<file path="src/rtl/spi_apb_regs_pkg.sv">
// spi_apb_regs_pkg: register word offsets, field positions and RX FSM encoding (rev 1.0)
`default_nettype none

package spi_apb_regs_pkg;

  localparam logic [2:0] REG_CTRL   = 3'd0;
  localparam logic [2:0] REG_TXDATA = 3'd1;
  localparam logic [2:0] REG_RXDATA = 3'd2;
  localparam logic [2:0] REG_STATUS = 3'd3;

  localparam int CTRL_SPI_EN   = 0;
  localparam int CTRL_IRQ_EN   = 1;
  localparam int CTRL_CPOL     = 2;
  localparam int CTRL_CPHA     = 3;
  localparam int CTRL_FIRSTBIT = 4;
  localparam int CTRL_PSC_LSB  = 8;

  localparam int ST_TR_FLAG  = 0;
  localparam int ST_IRQ      = 1;
  localparam int ST_IRQ_PEND = 2;

  typedef enum logic [1:0] {
    RX_IDLE = 2'd0,
    RX_REQ  = 2'd1,
    RX_WAIT = 2'd2,
    RX_DONE = 2'd3
  } rx_state_e;

  function automatic logic is_mapped(input logic [2:0] idx);
    return (idx <= REG_STATUS);
  endfunction

endpackage

`default_nettype wire

</file>
<file path="src/rtl/spi_apb_regs.sv">
// spi_apb_regs: APB3 slave exposing spi_top control, TX/RX strobes and a latched IRQ (rev 1.0)
`default_nettype none

module spi_apb_regs
  import spi_apb_regs_pkg::*;
#(
  parameter int         ADDR_W  = 12,
  parameter int         RD_LAT  = 1,
  parameter logic [3:0] PSC_RST = 4'd4
) (
  input  logic              clk,
  input  logic              rst_n,
  input  logic              psel_i,
  input  logic              penable_i,
  input  logic              pwrite_i,
  input  logic [ADDR_W-1:0] paddr_i,
  input  logic [31:0]       pwdata_i,
  output logic [31:0]       prdata_o,
  output logic              pready_o,
  output logic              pslverr_o,
  output logic              irq_en_o,
  output logic              spi_en_o,
  output logic              wr_txfifo_o,
  output logic              rd_rxfifo_o,
  output logic [7:0]        wrdata_o,
  output logic [3:0]        psc_o,
  output logic              cpol_o,
  output logic              cpha_o,
  output logic              firstbit_o,
  input  logic [7:0]        rddata_i,
  input  logic              tr_flag_i,
  input  logic              irq_i,
  output logic              irq_out_o
);

  localparam logic [1:0] LAT_LAST = 2'(RD_LAT - 1);

  logic       spi_en_q, irq_en_q, cpol_q, cpha_q, firstbit_q;
  logic [3:0] psc_q;
  logic [7:0] wrdata_q, rx_q;
  logic       wr_txfifo_q, rd_rxfifo_q;
  logic       irq_q, irq_pend_q, irq_pend_d, irq_out_q;
  logic [1:0] cnt_q;
  rx_state_e  state_q;

  logic [2:0] w_idx;
  logic       w_access, w_wr, w_rx_rd, w_w1c;
  logic       unused_ok;

  assign unused_ok = ^{paddr_i[ADDR_W-1:5], paddr_i[1:0], pwdata_i[31:12]};

  assign w_idx    = paddr_i[4:2];
  assign w_access = psel_i & penable_i;
  assign w_wr     = w_access & pwrite_i;
  assign w_rx_rd  = w_access & ~pwrite_i & (w_idx == REG_RXDATA);
  assign w_w1c    = w_wr & (w_idx == REG_STATUS) & pwdata_i[ST_IRQ_PEND];

  // Only an RXDATA read stalls, and it is released by the RX_DONE state.
  assign pready_o  = (state_q == RX_DONE) | ~w_rx_rd;
  assign pslverr_o = w_access & pready_o & ~is_mapped(w_idx);

  always_comb begin
    prdata_o = '0;
    if (state_q == RX_DONE) begin
      prdata_o = {24'd0, rx_q};
    end else if (w_access && !pwrite_i) begin
      case (w_idx)
        REG_CTRL:   prdata_o = {20'd0, psc_q, 3'd0, firstbit_q, cpha_q, cpol_q, irq_en_q, spi_en_q};
        REG_STATUS: prdata_o = {29'd0, irq_pend_q, irq_i, tr_flag_i};
        default:    prdata_o = '0;
      endcase
    end
  end

  // A new rising edge beats a simultaneous write-1-to-clear.
  assign irq_pend_d = (irq_i & ~irq_q) | (irq_pend_q & ~w_w1c);

  always_ff @(posedge clk or negedge rst_n) begin
    if (!rst_n) begin
      spi_en_q    <= 1'b0;
      irq_en_q    <= 1'b0;
      cpol_q      <= 1'b0;
      cpha_q      <= 1'b0;
      firstbit_q  <= 1'b1;
      psc_q       <= PSC_RST;
      wrdata_q    <= '0;
      wr_txfifo_q <= 1'b0;
      irq_q       <= 1'b0;
      irq_pend_q  <= 1'b0;
      irq_out_q   <= 1'b0;
    end else begin
      wr_txfifo_q <= 1'b0;
      if (w_wr && w_idx == REG_CTRL) begin
        spi_en_q   <= pwdata_i[CTRL_SPI_EN];
        irq_en_q   <= pwdata_i[CTRL_IRQ_EN];
        cpol_q     <= pwdata_i[CTRL_CPOL];
        cpha_q     <= pwdata_i[CTRL_CPHA];
        firstbit_q <= pwdata_i[CTRL_FIRSTBIT];
        psc_q      <= pwdata_i[CTRL_PSC_LSB+3:CTRL_PSC_LSB];
      end
      if (w_wr && w_idx == REG_TXDATA) begin
        wrdata_q    <= pwdata_i[7:0];
        wr_txfifo_q <= 1'b1;
      end
      irq_q      <= irq_i;
      irq_pend_q <= irq_pend_d;
      irq_out_q  <= irq_pend_q & irq_en_q;
    end
  end

  always_ff @(posedge clk or negedge rst_n) begin
    if (!rst_n) begin
      state_q     <= RX_IDLE;
      cnt_q       <= '0;
      rx_q        <= '0;
      rd_rxfifo_q <= 1'b0;
    end else begin
      rd_rxfifo_q <= 1'b0;
      case (state_q)
        RX_IDLE: begin
          if (w_rx_rd) begin
            state_q     <= RX_REQ;
            rd_rxfifo_q <= 1'b1;
          end
        end
        RX_REQ: begin
          state_q <= RX_WAIT;
          cnt_q   <= '0;
        end
        RX_WAIT: begin
          if (cnt_q == LAT_LAST) begin
            rx_q    <= rddata_i;
            state_q <= RX_DONE;
          end else begin
            cnt_q <= cnt_q + 2'd1;
          end
        end
        RX_DONE: state_q <= RX_IDLE;
        default: state_q <= RX_IDLE;
      endcase
    end
  end

  assign spi_en_o    = spi_en_q;
  assign irq_en_o    = irq_en_q;
  assign cpol_o      = cpol_q;
  assign cpha_o      = cpha_q;
  assign firstbit_o  = firstbit_q;
  assign psc_o       = psc_q;
  assign wrdata_o    = wrdata_q;
  assign wr_txfifo_o = wr_txfifo_q;
  assign rd_rxfifo_o = rd_rxfifo_q;
  assign irq_out_o   = irq_out_q;

endmodule

`default_nettype wire

</file>
<file path="config.mk">
export PLATFORM = sky130hd
export DESIGN_NAME = spi_apb_regs
export DESIGN_NICKNAME = d
export VERILOG_FILES = /design/src/rtl/spi_apb_regs_pkg.sv /design/src/rtl/spi_apb_regs.sv
export SDC_FILE = /design/constraint.sdc
export NUM_CORES = 1
export LEC_CHECK = 0
export ABC_AREA = 1
export CAP_MARGIN = 20
export CELL_PAD_IN_SITES_DETAIL_PLACEMENT = 0
export CELL_PAD_IN_SITES_GLOBAL_PLACEMENT = 2
export CORE_MARGIN = 2
export CORE_UTILIZATION = 20
export DETAILED_ROUTE_END_ITERATION = 12
export PLACE_DENSITY_LB_ADDON = 0.15
export SKIP_CTS_REPAIR_TIMING = 1
export SLEW_MARGIN = 10
export SYNTH_ARGS = -nofsm -noshare
export SYNTH_HDL_FRONTEND = slang
export SYNTH_SLANG_ARGS = --single-unit
</file>
<file path="constraint.sdc">
create_clock -name clk -period 4.86 [get_ports clk]
set_input_delay 1.458 -clock clk [delete_from_list [all_inputs] [get_ports clk]]
set_output_delay 1.458 -clock clk [all_outputs]
set_load 0.005 [all_outputs]
</file>
# Word level (Yosys, flattened, before mapping)

Cells that the tools add are included.

Bits of input ports: 59
Bits in registers: 34
Output and inout bits: 54

Bitwise gates (word level): 18
Muxes and demuxes: 11
Add/sub/neg operators: 1
Eq/ne operators: 9
Magnitude comparators: 1
Reduce and logical (&&, ||, !) cells: 11

Operators by type and width:

| operator                                                        | number |
|---|---|
| 2-to-1 mux 12 bit                                               | 2 |
| one-hot mux 12 bit (2 select lines)                             | 1 |
| bitwise AND 1 bit                                               | 11 |
| one-hot mux 2 bit (4 select lines)                              | 1 |
| == test 3 x 2 -> 1 bit (second input constant)                  | 2 |
| 2-to-1 mux 2 bit                                                | 3 |
| != test 2 bit (second input constant)                           | 3 |
| AND reduction 2 bit                                             | 3 |
| NOT 1 bit                                                       | 5 |
| == test 2 bit (second input constant)                           | 2 |
| logical NOT 2 bit                                               | 2 |
| one-hot mux 2 bit (2 select lines)                              | 1 |
| == test 3 x 1 -> 1 bit (second input constant)                  | 1 |
| less-or-equal comparator 3 x 2 -> 1 bit (second input constant) | 1 |
| logical AND 1 bit                                               | 3 |
| logical NOT 3 bit                                               | 1 |
| 2-to-1 mux 1 bit                                                | 3 |
| adder 2 x 1 -> 2 bit (second input constant)                    | 1 |
| == test 2 x 1 -> 1 bit (second input constant)                  | 1 |
| OR 1 bit                                                        | 2 |
| nonzero test 2 bit                                              | 1 |
| logical NOT 1 bit                                               | 1 |

# Depth between registers and ports, before layout

Word-level depth: 7
Depth in mapped cells: 8
Depth with buffers taken out: 8

# Worst setup path after synthesis

No wires, ideal clock.

Path type: input-to-output
From: input psel_i
To: output prdata_o[10]
Required time: 3.402 ns
Buffers on the path: 0
Cell stages on the path: 6
Setup slack: 1.292 ns
Arrival time: 2.110 ns
Cells stage by stage: nand2_1 > nor2_1 > nand2_1 > nor2_2 > inv_1 > nor2_1

Word-level cells in the longest chain between the ends: 4

Ends and longest elaborated chain:

| element           | RTL line           | RTL |
|---|---|---|
| start, declared   | spi_apb_regs.sv:13 | `input logic psel_i,` |
| bitwise AND 1 bit | spi_apb_regs.sv:53 | `assign w_access = psel_i & penable_i;` |
| logical AND 1 bit | spi_apb_regs.sv:66 | `end else if (w_access && !pwrite_i) begin` |
| 2-to-1 mux 12 bit | spi_apb_regs.sv:66 |  |
| 2-to-1 mux 12 bit | spi_apb_regs.sv:64 | `if (state_q == RX_DONE) begin` |
| end, declared     | spi_apb_regs.sv:18 | `output logic [31:0] prdata_o,` |

Every way passes these cells.

# Worst setup path after layout

From: input psel_i
To: output prdata_o[8]

Same word-level chain as after synthesis.

==> run metrics <==
I/O pin count approximately 110; die outline width between 90 and 100 um; input/output buffers between 60 and 70; share of the cycle needed by the critical path after routing 0.954; number of antenna diodes 0; Setup Crit Path Kind primary input to primary output; Crit Path Max Fanout 6; Max IR drop VDD ~110 uV; leading cell type by number of instances after synthesis sky130_fd_sc_hd__nand2_1; GP Congestion roughly 0.68; count of yosys warnings during synthesis 0; first-pass GRT wire length approximately 7000 um; cell area after layout between 2000 and 3000 um^2; placed cell area 2430 um^2; cell count after synthesis about 220; area share of the largest cell type after synthesis 0.452; critical path buffer and inverter count 3; proportion of layout cells with a drive suffix above 1 0.0877; Post-DRT Antenna Nets 0; fraction of registers with async set/reset 1.00; Root Buffer Master sky130_fd_sc_hd__clkbuf_8; Die Y just under 100 um; Clock Path Buffers 2; Hold Path Depth 1; Power, Total ~950 uW; maximum operating frequency 0.216 GHz; Final TNS setup 0 ns; clock latency at the later pin of the worst-skew pair around 0.28 ns; Core Rows 34; aggregate global routing overflow 0; number of gates on the worst path with buffers counted 8; CP Launch Type primary input; cell count of the worst reg-to-reg path 6; effective utilization at floorplan 0.205; DRT iter0 DRCs 15; filler instances 952; Synth cell types 20; result of the run finished, final reports clean; number of remaining DRC errors 0; number of levels in the clock H-tree 2; number of storage elements in the synthesis netlist 34; ordered list of cells on the worst path clkdlybuf4s50_1 -> nand2_1 -> nor2_1 -> nand2_1 -> nor2_4 -> inv_1 -> nor2_1 -> clkdlybuf4s50_1; number of optimization iterations in the first detailed-route pass 4; largest area contributor in the netlist sky130_fd_sc_hd__dfrtp_1; initial antenna violation count 0; number of vias per cell after detailed routing around 3.6; sequential fraction of design power 0.423; dpl hpwl around 3200 um; internal power contribution roughly 640 uW; final hold viol count 0; Worst slew margin 0.472; Sequential cell area 853 um^2; Hold Crit Class register to register; source of the worst register-to-register timing path state_q[0]$_DFFE_PN0P_; DIE AREA slightly below 10000 um^2; Post-Syn Area ~1800 um^2; number of enable flip-flop cells after synthesis 0; slack of the worst reg-to-reg path approximately 3.4 ns; RSZ-0062 raised after global routing false; highest-delay cell along the critical path sky130_fd_sc_hd__clkdlybuf4s50_1; via count of the routed design 1427; Sinks on Clock Net 34; Min-Delay Startpoint irq_q$_DFF_PN0_; sw frac 0.327; fraction of power consumed by the clock network 0.228; leading register cell type out of synthesis sky130_fd_sc_hd__dfrtp_1; count of nets after finishing about 350; Reg clk slew, reported paths 0.07 ns; Reg2Reg Capture Point cnt_q[1]$_DFFE_PN0P_; Critical Path RT between 3 and 4 ns; number of buffers inserted during clock tree synthesis 5; sequential share of the synthesized area 0.482; final critical path time including I/O delays and setup around 4.6 ns; Leakage about 0.0012 uW; worst clock skew on the final layout 0.00332 ns; Worst-Margin Slew between 0.7 and 0.8 ns; fin util 0.292; area growth from synthesis to layout 42.4%; Comb power frac 0.349; leading post-synthesis cells by cell area sky130_fd_sc_hd__dfrtp_1, sky130_fd_sc_hd__nand2_1, sky130_fd_sc_hd__buf_4; final routed wire length divided by cell count around 11 um; hold-critical path endpoint irq_pend_q$_DFF_PN0_; final-report max-slew violation count 0; vias in the first global route between 1000 and 1500; endpoint kind of the worst setup timing path primary output; final-report setup violation count 0; Arrival @ worst endpoint 3.18 ns; NetSw 312 uW; delay of the slowest critical-path stage approximately 0.50 ns; overall routing resource usage 0.0931; max_cap viols 0; Cell Pwr Density around 380 nW/um^2; top cells by count, synth sky130_fd_sc_hd__nand2_1, sky130_fd_sc_hd__dfrtp_1, sky130_fd_sc_hd__inv_1, sky130_fd_sc_hd__buf_4, sky130_fd_sc_hd__nor2_1; Multi-input gate area around 700 um^2; synthesized area per cell roughly 8.1 um^2; largest net degree at the start of global routing 35; TritonCTS clock tree yes; worst hold slack across all endpoints roughly 0.43 ns; Routed Wire Length 4190 um; cell family with the largest share of critical-path delay buffers and inverters; core outline area approximately 8600 um^2
## metal layers
layer	vias to the layer above	wire, um	global-route usage
met4	0	70	0.0321
met5	-	0	0
met1	619	1880	0.119
met3	5	283	0.0351
li1	753	-	-
met2	50	1950	0.145
## logic make-up after synthesis
kind of cell             Yosys count  synth area share
adder cells (fa/ha/maj)            5            0.0353
AO/OA/AOI/OAI                     21            0.0791
AND/OR/NAND/NOR                  103             0.234
other                              1           0.00212
flip-flops                        34             0.482
buffers and inverters             54             0.167
## sequential cells by signal, indices dropped and copies added (netlist names)
| register | flops |
|---|---|
| rx_q | 8 |
| wrdata_o | 8 |
| psc_o | 4 |
| cnt_q | 2 |
| state_q | 2 |
| cpha_o | 1 |
| cpol_o | 1 |
| firstbit_o | 1 |
| irq_en_o | 1 |
| irq_out_o | 1 |
| irq_pend_q | 1 |
| irq_q | 1 |
| rd_rxfifo_o | 1 |
| spi_en_o | 1 |
| wr_txfifo_o | 1 |
## metrics by stage
| step | cells | worst slack (ns) |
|---|---|---|
| 2_1_floorplan | 237 | 1.29 |
| 3_3_place_gp | 385 | 0.0899 |
| 3_5_place_dp | 385 | 0.0842 |
| 4_1_cts | 393 | 0.0791 |
| 5_1_grt | 393 | 0.0117 |
| 6_report | 393 | 0.225 |
## placed cells by master, fill, tap and decap left out
cell / n
sky130_fd_sc_hd__clkbuf_1: 1
sky130_fd_sc_hd__clkdlybuf4s50_1: 62
sky130_fd_sc_hd__nor2_1: 14
sky130_fd_sc_hd__nor2_2: 2
sky130_fd_sc_hd__or2_2: 1
sky130_fd_sc_hd__o21ai_0: 6
sky130_fd_sc_hd__dfstp_2: 2
sky130_fd_sc_hd__inv_1: 30
sky130_fd_sc_hd__o21ai_2: 9
sky130_fd_sc_hd__nand3_2: 1
sky130_fd_sc_hd__a21oi_1: 5
sky130_fd_sc_hd__clkbuf_8: 6
sky130_fd_sc_hd__nand2_1: 75
sky130_fd_sc_hd__ha_1: 5
sky130_fd_sc_hd__nor3_1: 1
sky130_fd_sc_hd__dfrtp_1: 32
sky130_fd_sc_hd__buf_4: 1
sky130_fd_sc_hd__buf_2: 1
sky130_fd_sc_hd__nand3_1: 7
sky130_fd_sc_hd__clkinv_2: 1
sky130_fd_sc_hd__or2_1: 1
sky130_fd_sc_hd__o22ai_1: 1
sky130_fd_sc_hd__nor2_4: 1
sky130_fd_sc_hd__conb_1: 20
## worst reg2reg max path: stages, from the launching register on
cell and delay (ns):
sky130_fd_sc_hd__dfrtp_1 0.40, sky130_fd_sc_hd__inv_1 0.08, sky130_fd_sc_hd__ha_1 0.24, sky130_fd_sc_hd__nand2_1 0.28, sky130_fd_sc_hd__o21ai_0 0.22, sky130_fd_sc_hd__nand2_1 0.09, sky130_fd_sc_hd__o21ai_0 0.07
## area by class of cell
| type | count | share of cell area |
|---|---|---|
| clock buffer | 7 | 0.0342 |
| clock inverter | 1 | 0.00198 |
| inverter | 30 | 0.0446 |
| multi-input combinational | 149 | 0.277 |
| sequential | 34 | 0.338 |
| tap | 108 | 0.0535 |
| timing repair buffer | 64 | 0.251 |
## worst max-delay path by stage
stage / to / startpoint / slack, ns
after detailed placement: prdata_o[8] / psel_i / 0.08
after CTS: prdata_o[8] / psel_i / 0.08
after floorplan: prdata_o[10] / psel_i / 1.29
after global placement: prdata_o[8] / psel_i / 0.09
final: prdata_o[8] / psel_i / 0.23
after global routing: prdata_o[11] / psel_i / 0.01
## power by group through the flow
stage | sequential [uW] | clock, uW | combinational, uW
2_1_floorplan | 404 | 0 | 184
3_3_place_gp | 409 | 0 | 344
3_5_place_dp | 410 | 0 | 341
4_1_cts | 405 | 231 | 343
5_1_grt | 414 | 243 | 384
6_report | 403 | 218 | 333
(Power assumes the default switching activity.)
==> RTL edit, RTL diff (config.mk and constraints unchanged) <==
Remove the register `irq_out_q`: a continuous assignment takes its place, so the output `irq_out_o` follows one clock earlier.
--- a/src/rtl/spi_apb_regs.sv
+++ b/src/rtl/spi_apb_regs.sv
@@ -87,7 +87,6 @@
       wr_txfifo_q <= 1'b0;
       irq_q       <= 1'b0;
       irq_pend_q  <= 1'b0;
-      irq_out_q   <= 1'b0;
     end else begin
       wr_txfifo_q <= 1'b0;
       if (w_wr && w_idx == REG_CTRL) begin
@@ -104,9 +103,10 @@
       end
       irq_q      <= irq_i;
       irq_pend_q <= irq_pend_d;
-      irq_out_q  <= irq_pend_q & irq_en_q;
     end
   end
+
+  assign irq_out_q = irq_pend_q & irq_en_q;
 
   always_ff @(posedge clk or negedge rst_n) begin
     if (!rst_n) begin
Check against the original RTL: not equivalent (a bounded check fails within 4 cycles, from zero or initial values and one cycle with rst_n low).
==> RTL edit against the original RTL <==
- worst setup slack lost 0.059 ns
- critical path depth is the same
- highest routed layer unchanged
- final area barely moved
- total power rose by 3.8%
- routed wire length shrank 1.7%
- sequential cell count fell by 1
- synthesized area decreased by 1.4%
- fmax shrank 1.2%
- global-route usage barely moved
- non-clock buffer count is the same
- utilization is 0.17 points higher
- cell count decreased by 0.25%
- clock skew about the same
==> RTL edit: results (changes against the original RTL) <==
First-pass iteration count of the detailed router: 4 (unchanged). Commonest cells post-synth: 75 x sky130_fd_sc_hd__nand2_1, 31 x sky130_fd_sc_hd__dfrtp_1, 30 x sky130_fd_sc_hd__inv_1 (was 75 x sky130_fd_sc_hd__nand2_1, 32 x sky130_fd_sc_hd__dfrtp_1, 30 x sky130_fd_sc_hd__inv_1). The worst voltage drop across the vdd grid was 114 µV (was 112 µV). For the global-route track usage on met1, the log shows 11.3% (was 11.9%).

The met2 capacity usage during global routing is 15.1% (was 14.5%), and the H-tree depth is 2 (unchanged). The mean number of vias per cell was 3.61 (was 3.63); the global routing met3 resource utilization was 3.38% (was 3.51%). The share of cells above drive strength 1 is 9.15% (was 8.77%), and the wire length on met3 is 297 µm (was 283 µm). The tools report the worst reg-to-reg setup slack as 3.39 ns (was 3.36 ns).

The placer congestion estimate was 0.692 (was 0.678); the via count of the first global-routing pass was 1442 (was 1445). For the reported leakage power, the log shows 1.22 nW (was 1.23 nW). The transition at the pin with the smallest max-transition slack is 0.773 ns (was 0.792 ns). The final net count is 347 (was 348), and the HPWL after detailed placement is 3190 µm (was 3200 µm). The logs give 34 (was 35) for the pin count of the biggest net entering global routing and 217 (was 218) for the gate count of the mapped netlist. The global-route wire length before repair came out at 6940 µm (was 7020 µm).

The detailed router's first-iteration violation count is 18 (was 15), and the routed wire length is 4120 µm (was 4190 µm). The total track usage is 9.27% (was 9.31%). The run gives 2 (unchanged) as the maximum count of clock buffers along a single path.

Routed length on met2: 1970 µm (was 1950 µm). Ranking of synthesized cells by area: sky130_fd_sc_hd__dfrtp_1 44%, sky130_fd_sc_hd__nand2_1 16%, sky130_fd_sc_hd__buf_4 9.0% (was sky130_fd_sc_hd__dfrtp_1 45%, sky130_fd_sc_hd__nand2_1 16%, sky130_fd_sc_hd__buf_4 8.9%). The logs give 392 (was 393) for the final instance count without filler cells and 0.00321 ns (was 0.00332 ns) for the setup clock skew after layout.

The fill cell instance count of the final layout is 971 (was 952), and the cell area reported after detailed placement is 0.00240 mm² (was 0.00243 mm²). The run gives 3.24 ns (was 3.18 ns) as the signal arrival time at the worst endpoint. The flow ran to the end, and the final reports show no timing, DRC or antenna violations.

Class of the tightest hold or removal check: reg2reg (unchanged). Switching component of the power: 0.305 mW (was 0.312 mW). The run gives 1800 µm (was 1880 µm) as the wire length on met1. For the total instance count after detailed placement, the log shows 384 (was 385). The tools report the post-synthesis sequential area ratio as 47.4% (was 48.2%).
RTL edit: final cells by class:
| cell class | count | area (µm²) | area share (%) |
|---|---|---|---|
| Sequential cell | 33 | 828 | 32.8 |
| Multi-Input combinational cell | 149 | 701 | 27.7 |
| Timing Repair Buffer | 64 | 633 | 25.1 |
| Tap cell | 108 | 135 | 5.35 |
| Inverter | 30 | 113 | 4.46 |
| Clock buffer | 7 | 86.3 | 3.42 |
| Clock inverter | 1 | 30.0 | 1.19 |
RTL edit: final timing paths:
path	cells after the start	end	from
worst min register to register	1	irq_pend_q$_DFF_PN0_	irq_q$_DFF_PN0_
max in group asynchronous	1	psc_o[1]$_DFFE_PN0P_	rst_n
worst max-delay path	8	prdata_o[9]	psel_i
min in group asynchronous	1	wrdata_o[5]$_DFFE_PN0P_	rst_n
worst max register to register	6	cnt_q[0]$_DFFE_PN0P_	state_q[0]$_DFFE_PN0P_
worst min-delay path	1	irq_pend_q$_DFF_PN0_	irq_q$_DFF_PN0_
RTL edit: kinds of logic after synthesis:
kind of cell               count (synthesis)  synth area share, %
and+or+nand+nor                          103                 23.8
buffers and inverters                     54                 17.0
DFF                                       33                 47.4
AOI/OAI and AO/OA                         21                 8.02
adders and majority gates                  5                 3.58
other                                      1                0.215
RTL edit: through the flow:
stage	hold slack [ns]	setup WS, ns
final	0.425	0.167
after detailed placement	0.422	0.0603
after global placement	0.413	0.0739
after floorplan	0.410	1.29
after global routing	0.447	0.0191
after CTS	0.430	0.0493
RTL edit: power by group through the flow:
stage	sequential, mW	combinational [mW]	clock [mW]
after floorplan	0.393	0.184	0
final	0.394	0.332	0.265
after global routing	0.404	0.390	0.290
after global placement	0.399	0.345	0
after detailed placement	0.400	0.343	0
after CTS	0.394	0.343	0.279
